### config.mk
export PLATFORM = sky130hd
export DESIGN_NAME = motor_pattern_decoder
export DESIGN_NICKNAME = d
export VERILOG_FILES = /design/src/rtl/motor_pkg.sv /design/src/rtl/motor_pattern_decoder_classify.sv /design/src/rtl/motor_pattern_decoder.sv
export SDC_FILE = /design/constraint.sdc
export NUM_CORES = 1
export LEC_CHECK = 0
export ABC_AREA = 1
export BUFFER_PORTS_ARGS = -buffer_cell sky130_fd_sc_hd__buf_2
export CAP_MARGIN = 10
export CORE_ASPECT_RATIO = 0.6
export CORE_UTILIZATION = 59
export CTS_CLUSTER_SIZE = 12
export DETAILED_ROUTE_END_ITERATION = 16
export PLACE_DENSITY = 0.86
export SETUP_SLACK_MARGIN = 0.5
export SYNTH_ARGS = -nofsm -noshare
export SYNTH_HDL_FRONTEND = slang
export SYNTH_SLANG_ARGS = --single-unit
### constraint.sdc
create_clock -name clk -period 2.8 [get_ports clk]
set_input_delay 0.28 -clock clk [delete_from_list [all_inputs] [get_ports clk]]
set_output_delay 0.28 -clock clk [all_outputs]
set_load 0.05 [all_outputs]
### src/rtl/motor_pkg.sv
// Shared motor-drive definitions: speed codes, level type, lane classes
// and decoder FSM states.
package motor_pkg;

    localparam int FRAME_LEN = 8;

    // Same codes the motor controller serialises onto each line
    localparam logic [FRAME_LEN-1:0] CODE_L1 = 8'b0000_1111;
    localparam logic [FRAME_LEN-1:0] CODE_L2 = 8'b0011_0011;
    localparam logic [FRAME_LEN-1:0] CODE_L3 = 8'b1100_0011;

    typedef logic [1:0] level_t;

    typedef enum logic [2:0] {
        CLS_ZERO,
        CLS_L1,
        CLS_L2,
        CLS_L3,
        CLS_BAD
    } lane_class_t;

    typedef enum logic {
        ST_IDLE,
        ST_SHIFT
    } state_t;

    function automatic level_t class_to_level(input lane_class_t c);
        level_t lvl;
        case (c)
            CLS_L1:  lvl = 2'd1;
            CLS_L2:  lvl = 2'd2;
            CLS_L3:  lvl = 2'd3;
            default: lvl = 2'd0;
        endcase
        return lvl;
    endfunction

endpackage

### src/rtl/motor_pattern_decoder_classify.sv
// Combinational classifier: one 8-bit lane pattern to its lane class.
module motor_code_classify
    import motor_pkg::*;
(
    input  logic [FRAME_LEN-1:0] pattern_i,
    output lane_class_t          class_o
);

    always_comb begin
        case (pattern_i)
            8'h00:   class_o = CLS_ZERO;
            CODE_L1: class_o = CLS_L1;
            CODE_L2: class_o = CLS_L2;
            CODE_L3: class_o = CLS_L3;
            default: class_o = CLS_BAD;
        endcase
    end

endmodule

### src/rtl/motor_pattern_decoder.sv
// Four-lane serial speed-pattern receiver: deserialises, classifies and
// reports the active motor, its speed level and frame errors.
module motor_pattern_decoder
    import motor_pkg::*;
(
    input  logic       clk,
    input  logic       rst,
    input  logic       frame_start,
    input  logic [3:0] line_in,
    output logic [1:0] sel,
    output level_t     level,
    output logic       valid,
    output logic       err,
    output logic       busy,
    output logic [7:0] err_cnt
);

    localparam logic [2:0] CNT_INIT = 3'(FRAME_LEN - 2);

    state_t               state_q;
    logic [FRAME_LEN-1:0] sr_q [4];
    logic [2:0]           bit_cnt_q;
    logic                 pending_q;
    logic [1:0]           sel_q;
    level_t               level_q;
    logic                 valid_q;
    logic                 err_q;
    logic [7:0]           err_cnt_q;

    lane_class_t cls [4];

    for (genvar g = 0; g < 4; g++) begin : g_lane
        motor_code_classify u_cls (
            .pattern_i (sr_q[g]),
            .class_o   (cls[g])
        );
    end

    logic [2:0] nz_cnt;
    logic       any_bad;
    logic [1:0] hit_idx;
    level_t     hit_lvl;
    logic       dec_good;
    logic       abort;
    logic       valid_d;
    logic       err_d;
    logic [7:0] err_cnt_d;

    always_comb begin
        nz_cnt  = 3'd0;
        any_bad = 1'b0;
        hit_idx = 2'd0;
        hit_lvl = 2'd0;
        for (int i = 0; i < 4; i++) begin
            if (cls[i] == CLS_BAD) begin
                any_bad = 1'b1;
            end
            if (cls[i] != CLS_ZERO) begin
                nz_cnt  = nz_cnt + 3'd1;
                hit_idx = 2'(i);
                hit_lvl = class_to_level(cls[i]);
            end
        end
    end

    // A stop frame (no lane active) is good but leaves sel alone
    assign dec_good  = !any_bad && (nz_cnt <= 3'd1);
    assign abort     = (state_q == ST_SHIFT) && frame_start;
    assign valid_d   = pending_q && dec_good;
    assign err_d     = (pending_q && !dec_good) || abort;
    assign err_cnt_d = (err_d && (err_cnt_q != 8'hFF))
                     ? err_cnt_q + 8'd1 : err_cnt_q;

    always_ff @(posedge clk or posedge rst) begin
        if (rst) begin
            state_q   <= ST_IDLE;
            bit_cnt_q <= 3'd0;
            pending_q <= 1'b0;
            sel_q     <= 2'd0;
            level_q   <= 2'd0;
            valid_q   <= 1'b0;
            err_q     <= 1'b0;
            err_cnt_q <= 8'd0;
            for (int i = 0; i < 4; i++) begin
                sr_q[i] <= '0;
            end
        end else begin
            valid_q   <= valid_d;
            err_q     <= err_d;
            err_cnt_q <= err_cnt_d;
            pending_q <= 1'b0;

            if (valid_d) begin
                level_q <= hit_lvl;
                if (nz_cnt == 3'd1) begin
                    sel_q <= hit_idx;
                end
            end

            // Decode above reads pre-edge shift contents, so a new
            // frame may be captured on the same edge.
            case (state_q)
                ST_IDLE: begin
                    if (frame_start) begin
                        state_q   <= ST_SHIFT;
                        bit_cnt_q <= CNT_INIT;
                        for (int i = 0; i < 4; i++) begin
                            sr_q[i] <= {{(FRAME_LEN-1){1'b0}}, line_in[i]};
                        end
                    end
                end
                ST_SHIFT: begin
                    if (frame_start) begin
                        bit_cnt_q <= CNT_INIT;
                        for (int i = 0; i < 4; i++) begin
                            sr_q[i] <= {{(FRAME_LEN-1){1'b0}}, line_in[i]};
                        end
                    end else begin
                        for (int i = 0; i < 4; i++) begin
                            sr_q[i] <= {sr_q[i][FRAME_LEN-2:0], line_in[i]};
                        end
                        if (bit_cnt_q == 3'd0) begin
                            state_q   <= ST_IDLE;
                            pending_q <= 1'b1;
                        end else begin
                            bit_cnt_q <= bit_cnt_q - 3'd1;
                        end
                    end
                end
                default: state_q <= ST_IDLE;
            endcase
        end
    end

    assign sel     = sel_q;
    assign level   = level_q;
    assign valid   = valid_q;
    assign err     = err_q;
    assign busy    = (state_q == ST_SHIFT);
    assign err_cnt = err_cnt_q;

endmodule

==> results of run 1 <==
-- critical path: stages (launching register included) --
cell and delay [ns]:
dfrtp_1 0.42, nor2_2 0.13, nand2_1 0.09, nor2_2 0.18, inv_2 0.08, ha_4 0.30, xnor2_4 0.13, ha_4 0.22
or2_4 0.25, nand2_4 0.06, nand3_4 0.12, nand2_4 0.14, nand2_8 0.09, nand2_8 0.09, nand2_1 0.09, nand2_1 0.09
-- kinds of logic (layout without fill, tap and decap cells) --
family,count (synthesis),count (layout),share of synthesized area
AO/OA/AOI/OAI,50,50,0.107
buffers and inverters,60,114,0.0837
flip-flops,51,51,0.474
adder cells (fa/ha/maj),5,5,0.0232
AND/OR/NAND/NOR,160,161,0.286
XOR/XNOR,8,8,0.0260
-- power by group --
part	switching [uW]	total (uW)	leakage, uW	internal (uW)
Combinational	546	851	0.000973	304
Sequential	91.0	915	0.000672	824
Clock	239	501	0.0000513	262
-- per-layer routing --
layer,GRT usage,part of all wire,wire [um]
met5,0,0,0
met1,0.388,0.43,3040
met2,0.477,0.46,3260
met3,0.0618,0.080,570
met4,0.108,0.031,219
-- state kept, by name, summed over array words and instances (netlist names) --
| register | count |
|---|---|
| sr_q | 32 |
| err_cnt | 8 |
| bit_cnt_q | 3 |
| level | 2 |
| sel | 2 |
| busy | 1 |
| err | 1 |
| pending_q | 1 |
| valid | 1 |
-- area by class of cell --
type | instances | share of cell area
well taps | 60 | 0.0227
inverters | 54 | 0.0613
multi-input cells | 224 | 0.390
clock inverters | 1 | 0.00908
flip-flops and latches | 51 | 0.386
clock buffers | 6 | 0.0219
repair buffers | 53 | 0.109
-- repair_timing --
action	4_1_cts	5_1_grt
setup endpoints to repair	13	13
buffers inserted	21	9
pin swaps	10	4
resized for setup	9	8
gates cloned	1	0
-- synthesized netlist by cell type --
library cell,count,area [um^2]
nand2_1,85,319
inv_1,52,195
dfrtp_1,51,1280
nor2_1,26,97.6
o22ai_1,25,156
nand3_1,20,100
o21ai_0,16,80.1
clkbuf_1,6,22.5
nor2_2,6,37.5
ha_1,5,62.6
nor2_4,5,56.3
nor3_1,5,25.0
xor2_1,5,43.8
a21oi_1,4,20.0
nand2_2,4,25.0
xnor2_1,3,26.3
inv_2,2,7.51
nand2_8,2,40.0
nand3_2,2,20.0
o21ai_1,2,10.0
or2_2,2,12.5
a31oi_1,1,6.26
nand2_4,1,11.3
nand3_4,1,17.5
nor3b_1,1,7.51
o21a_1,1,7.51
o31ai_1,1,7.51
-- path summary, 6_finish.rpt --
check,start,endpoint,slack (ns)
worst min register to register,bit_cnt_q[1]$_DFFE_PP0P_,bit_cnt_q[1]$_DFFE_PP0P_,0.51
worst max register to register,sr_q[27]$_DFFE_PP0P_,err_cnt[2]$_DFFE_PP0P_,0.26
min in group clk,line_in[0],sr_q[24]$_DFFE_PP0P_,0.17
worst max-delay path,sr_q[27]$_DFFE_PP0P_,err_cnt[2]$_DFFE_PP0P_,0.26
max in group asynchronous,rst,sr_q[6]$_DFFE_PP0P_,2.02
worst min-delay path,rst,valid$_DFF_PP0_,0.03
-- through the flow --
stage	setup slack [ns]	hold slack (ns)	std cells
3_3_place_gp	0.462	0.376	411
2_1_floorplan	0.534	0.388	334
4_1_cts	0.468	0.0517	440
6_report	0.258	0.0261	449
3_5_place_dp	0.324	0.378	411
5_1_grt	0.147	0.0886	449
==> results.md, run 1 <==
- Outcome: complete, no violations
- Fmax: around 0.39 GHz
- Post-layout util: 0.781
- Die ar.: a little under 0.005 mm^2
- Area growth syn-to-layout: 22.9%
- Commonest non-fill, non-tap cell in the layout: nand2_1
- Critical-path maximum fanout: 8
- Tightest Hold Check Type: in2async
- FP Rows: 18
- CP Class: reg2reg
- Area occupied by multi-input gates: 0.00129 mm^2
- # IOs: 22
- Post-DP Area: 0.00289 mm^2
- Worst-Margin Slew: ~0.97 ns
- Global-route wire length before repair: 10300 um
- Initial Utilization: 0.636
- Largest net degree at the start of global routing: 34
- Routed wire per std cell: ~16 um
- Core Area: around 0.0042 mm^2
- Final setup fails: 0
- Worst EP arrival: 2.79 ns
- Mapped Nets: 346
- Iter 0 DRT Violations: 352
- Root buf cell: clkbuf_8
- Port-buffer cells: 21
- Period utilization: 0.908
- Detailed-route wire length: 7080 um
- Synthesized area: ~0.0027 mm^2
- Design Area, Final: ~0.0033 mm^2
- Gr usage total: 0.291
- Die height: 54.3 um
- Minimum clock period: roughly 2.5 ns
- Filler cells: 287
- Worst setup EP type: register
- # hold bufs at CTS: 0
- Synthesized area per cell: ~8.1 um^2
- Post-layout nets: about 400
- DR pass1 iterations: 6
- Post-synthesis sequential area ratio: 0.474
- Clock skew: ~0.012 ns
- Final hold vios: 0
- VDD IR-drop max: between 0.0003 and 0.0004 V
- Share of layout cells above drive strength 1: 0.257
- Most frequent cells in the layout: nand2_1, dfrtp_1, inv_1
- CP Launch Type: register
- CTS max path bufs: 2
- Vias in the first global route: approximately 2300
- Max cap viols: 0
- Initial antenna violation count: 0
- Routed Antenna Nets: 0
- DIE WIDTH: 89.2 um
- RePlAce Congestion: ~0.80
- Count of different cell masters after synthesis: 27
- Skew-Pair Late Insertion Delay: between 0.3 and 0.4 ns
- Reg area: 0.00128 mm^2
- Setup tns final: 0 ns
- Diodes inserted: 0
- Via count: between 2000 and 3000
- H-tree depth: 2
- Static leakage: roughly 0.0017 uW
- CTS sink cnt: 51
- Total power: between 2000 and 2500 uW
- Slew margin rel.: 0.351
- Residual DRC count: 0
- Cells after synthesis: 334
- R2R cell count: 15
- Via density: 5.72
- Total grt overflow: 0
- Unrepaired setup endpoints after global routing: yes
- Flops & latches, synth: 51
- CTS Buf Count: 5
- Pwr Density: just under 700 mW/mm^2
- CTS clk-pin slew, worst paths: around 0.10 ns
- CTS tree: done
- Dpl hpwl: 4030 um
- Slew Viols, Final: 0
- Total number of yosys warnings: 0
- Worst Path Required: between 3 and 4 ns
(Power assumes the default switching activity.)
==> run 2, diff against run 1 <==
--- a/config.mk
+++ b/config.mk
@@ -9,11 +9,12 @@
 export BUFFER_PORTS_ARGS = -buffer_cell sky130_fd_sc_hd__buf_2
 export CAP_MARGIN = 10
 export CORE_ASPECT_RATIO = 0.6
-export CORE_UTILIZATION = 59
+export CORE_UTILIZATION = 60
 export CTS_CLUSTER_SIZE = 12
 export DETAILED_ROUTE_END_ITERATION = 16
-export PLACE_DENSITY = 0.86
+export PLACE_DENSITY = 0.87
 export SETUP_SLACK_MARGIN = 0.5
 export SYNTH_ARGS = -nofsm -noshare
 export SYNTH_HDL_FRONTEND = slang
+export SYNTH_HIERARCHICAL = 1
 export SYNTH_SLANG_ARGS = --single-unit
==> results.md, run 2 <==
- Outcome: complete, no violations
- Place WS: 0.0121 ns (-0.311 ns)
- Placed cell count: 465 (+13%)
- Max reg flops: 32 (unchanged)
- DR pass1 iterations: 4 (-2)
- Slowest stage cell, crit path: dfrtp_1
- Area growth syn-to-layout: 19.3%
- Global-route wire length before repair: 10100 um (-1.3%)
- Cell taking the most area after synthesis: dfrtp_1
- Synthesized area per cell: 7.47 um^2 (-7.3%)
- Reg area: 0.00128 mm^2 (unchanged)
- R2R Setup Slk: 0.09 ns (-0.17 ns)
- Total number of yosys warnings: 6 (+6)
- Die height: 55.6 um (+2.4%)
- Sw frac: 0.371 (-0.0153)
- CTS sink cnt: 51 (unchanged)
- Commonest non-fill, non-tap cell in the layout: nand2_1
- Worst EP arrival: 2.97 ns (+0.18 ns)
- Die ar.: 0.00508 mm^2 (+4.9%)
- Skew-Pair Late Insertion Delay: 0.31 ns (about the same)
- Area occupied by multi-input gates: 0.00142 mm^2 (+10%)
- Synth top area cells: dfrtp_1, nand2_1, inv_1
- Iter 0 DRT Violations: 129 (-63%)
- Critical-path maximum fanout: 8 (unchanged)
- Total power: 2080 uW (-8.2%)
- DIE WIDTH: 91.4 um (+2.4%)
- Largest net degree at the start of global routing: 52 (+53%)
- Cells after synthesis: 385 (+15%)
- CP Capture Point: err_cnt[0]$_DFFE_PP0P_
- Share of layout cells above drive strength 1: 0.275 (+0.0182)
- Clock skew: 0.00563 ns (-0.00643 ns)
- Most common cell type on the critical path: nand2_1
- Post-synth top flop: dfrtp_1
- Number of enable flip-flop cells after synthesis: 0 (unchanged)
- Worst Path Required: 3.06 ns (about the same)
- CTS tree: done
- CTS clk-pin slew, worst paths: 0.10 ns (about the same)
- Biggest register: sr_q
- VDD IR-drop max: 0.000412 V (+4.6%)
- Setup WS post-layout: 0.0891 ns (-0.168 ns)
- Critical path's top delay family: simple AND/OR/NAND/NOR gates
- Routed Antenna Nets: 0 (unchanged)
- Cell with the most instances after synthesis: nand2_1
- Dpl hpwl: 3970 um (-1.5%)
- Worst stage delay on the critical path: 0.41 ns (about the same)
- Most frequent cells in the layout: nand2_1, inv_1, dfrtp_1
- Gr usage total: 0.254 (-0.0364)
- Worst Path Buf+Inv: 3 (+2)
- Via count: 2491 (-3.0%)
- Port-buffer cells: 21 (unchanged)
- CTS Buf Count: 5 (unchanged)
- Worst-Margin Slew: 1.06 ns (+0.0852 ns)
- Seq pwr share: 0.428 (+0.025)
- Post-synthesis sequential area ratio: 0.444 (-0.0303)
- P_sw: 772 uW (-12%)
- Worst Setup SP: sr_q[25]$_DFFE_PP0P_
- Clock power share: 0.257 (+0.036)
- H-tree depth: 2 (unchanged)
- Synthesized area: 0.00288 mm^2 (+6.8%)
- Fmax: 0.369 GHz (-6.2%)
- Post-layout nets: 436 (+8.7%)
- Share of the synthesized area in the top cell type: 0.444 (-0.0303)
- CP Launch Type: register
- FP Rows: 19 (+1)
- Initial Utilization: 0.627 (-0.00897)
- Slew margin rel.: 0.294 (-0.0571)
- Root buf cell: clkbuf_8
- Pint: 1310 uW (-5.9%)
- CP Class: reg2reg
- Residual DRC count: 0 (unchanged)
- Initial antenna violation count: 0 (unchanged)
- Unrepaired setup endpoints after global routing: yes
- Core Area: 0.00459 mm^2 (+8.4%)
- Critical R2R Launch: sr_q[25]$_DFFE_PP0P_
- Filler cells: 324 (+13%)
- Max cap viols: 0 (unchanged)
- Gate power share: 0.315 (-0.060)
- Crit path cell chain: nand2_2, inv_1, nand2_1, a21oi_2, nor2_2, inv_2, nand3_4, ha_4, or2_1, nand2_1, inv_1, ha_1, nand2_1, nand2_1, nor2_2, nand3_2, nand2_4, nand2_8, nand2_8, nand2_2, nand2_2
- Flops & latches, synth: 51 (unchanged)
- Diodes inserted: 0 (unchanged)
- Worst reg2reg endpoint: err_cnt[0]$_DFFE_PP0P_
- Total grt overflow: 0 (unchanged)
- Pwr Density: 607 mW/mm^2 (-11%)
- Count of different cell masters after synthesis: 28 (+3.7%)
- Crit path depth: 21 (+6)
- Most instantiated cells after synthesis: nand2_1, inv_1, dfrtp_1, nor2_1, o22ai_1
- Vias in the first global route: 2290 (+0.75%)
- Minimum clock period: 2.71 ns (+0.168 ns)
- Period utilization: 0.968 (+0.0602)
- Layout Cells excl Fill: 488 (+8.7%)
- # hold bufs at CTS: 0 (unchanged)
- RePlAce Congestion: 0.831 (+3.6%)
- Detailed-route wire length: 6040 um (-15%)
- Tightest Hold Check Type: in2reg
- Final setup fails: 0 (unchanged)
- Mapped Nets: 397 (+15%)
- # IOs: 22 (unchanged)
- Via density: 5.10 (-11%)
- Static leakage: 0.00176 uW (+3.7%)
- Routed wire per std cell: 12.4 um (-21%)
- Final hold vios: 0 (unchanged)
- Slew Viols, Final: 0 (unchanged)
- Fraction of registers with async set or reset after synthesis: 1.00 (unchanged)
- R2R cell count: 21 (+6)
- Worst setup EP type: register
- CTS max path bufs: 2 (unchanged)
## run 2: final cells by class
| cell class | instances | area share |
|---|---|---|
| Tap cell | 63 | 0.0230 |
| Timing Repair Buffer | 37 | 0.0657 |
| Inverter | 83 | 0.0908 |
| Sequential cell | 51 | 0.372 |
| Multi-Input combinational cell | 246 | 0.415 |
| Clock inverter | 3 | 0.0135 |
| Clock buffer | 5 | 0.0201 |
## run 2: worst min path at each step
stage                          from                        to  slack (ns)  depth (start not counted)
2_1_floorplan           frame_start  bit_cnt_q[2]$_DFFE_PP0P_        0.39                          1
3_3_place_gp   level[1]$_DFFE_PP0P_      level[1]$_DFFE_PP0P_        0.45                          2
3_5_place_dp   level[0]$_DFFE_PP0P_      level[0]$_DFFE_PP0P_        0.47                          2
4_1_cts                  line_in[2]       sr_q[8]$_DFFE_PP0P_        0.16                          3
5_1_grt                  line_in[2]       sr_q[8]$_DFFE_PP0P_        0.17                          3
6_report                 line_in[2]       sr_q[8]$_DFFE_PP0P_        0.16                          3
## run 2: kinds of logic (layout without fill, tap and decap cells)
group           count (synthesis)  in the layout  synth area share
compound gates                 51             51             0.100
flops                          51             51             0.444
buf+inv                        89            128             0.116
simple gates                  182            183             0.297
fa+ha+maj                       5              5            0.0218
xor+xnor                        7              7            0.0213
## run 2: metrics by stage
| step | utilization | instance area (um^2) | hold WS [ns] | TNS (ns) |
|---|---|---|---|---|
| 6_report | 0.747 | 3430 | 0.164 | 0 |
| 5_1_grt | 0.747 | 3430 | 0.167 | -1.15 |
| 4_1_cts | 0.727 | 3340 | 0.163 | 0 |
| 3_5_place_dp | 0.669 | 3070 | 0.466 | 0 |
| 3_3_place_gp | 0.669 | 3070 | 0.453 | 0 |
| 2_1_floorplan | - | 2900 | 0.393 | 0 |
## run 2: worst reg2reg max path, stage by stage, from the launching register on
cell and delay [ns]:
dfrtp_1 0.41, nand2_2 0.11, inv_1 0.06, nand2_1 0.11, a21oi_2 0.07, nor2_2 0.16, inv_2 0.08, nand3_4 0.07
ha_4 0.20, or2_1 0.21, nand2_1 0.08, inv_1 0.04, ha_1 0.26, nand2_1 0.06, nand2_1 0.05, nor2_2 0.09
nand3_2 0.12, nand2_4 0.15, nand2_8 0.09, nand2_8 0.12, nand2_2 0.07, nand2_2 0.05
## run 2: repair_timing
| action | 4_1_cts | 5_1_grt |
|---|---|---|
| gates cloned | 1 | 0 |
| pin swaps | 20 | 9 |
| buffers inserted | 13 | 1 |
| gates resized for setup | 13 | 26 |
| setup endpoints to repair | 14 | 14 |
## run 2: metal layers
layer | share of wire | track usage | up-vias | routed length, um
met5 | 0 | 0 | - | 0
met4 | 0.0056 | 0.0748 | 0 | 34
met3 | 0.045 | 0.0464 | 5 | 273
met2 | 0.47 | 0.420 | 57 | 2820
met1 | 0.48 | 0.348 | 1160 | 2920
li1 | - | - | 1269 | -
## run 2: power groups by stage
| stage | sequential [uW] | clock [uW] | combinational [uW] |
|---|---|---|---|
| CTS | 880 | 546 | 608 |
| detailed placement | 895 | 0 | 547 |
| finish | 891 | 535 | 655 |
| floorplan | 1010 | 0 | 311 |
| global placement | 891 | 0 | 528 |
| global route | 900 | 570 | 719 |
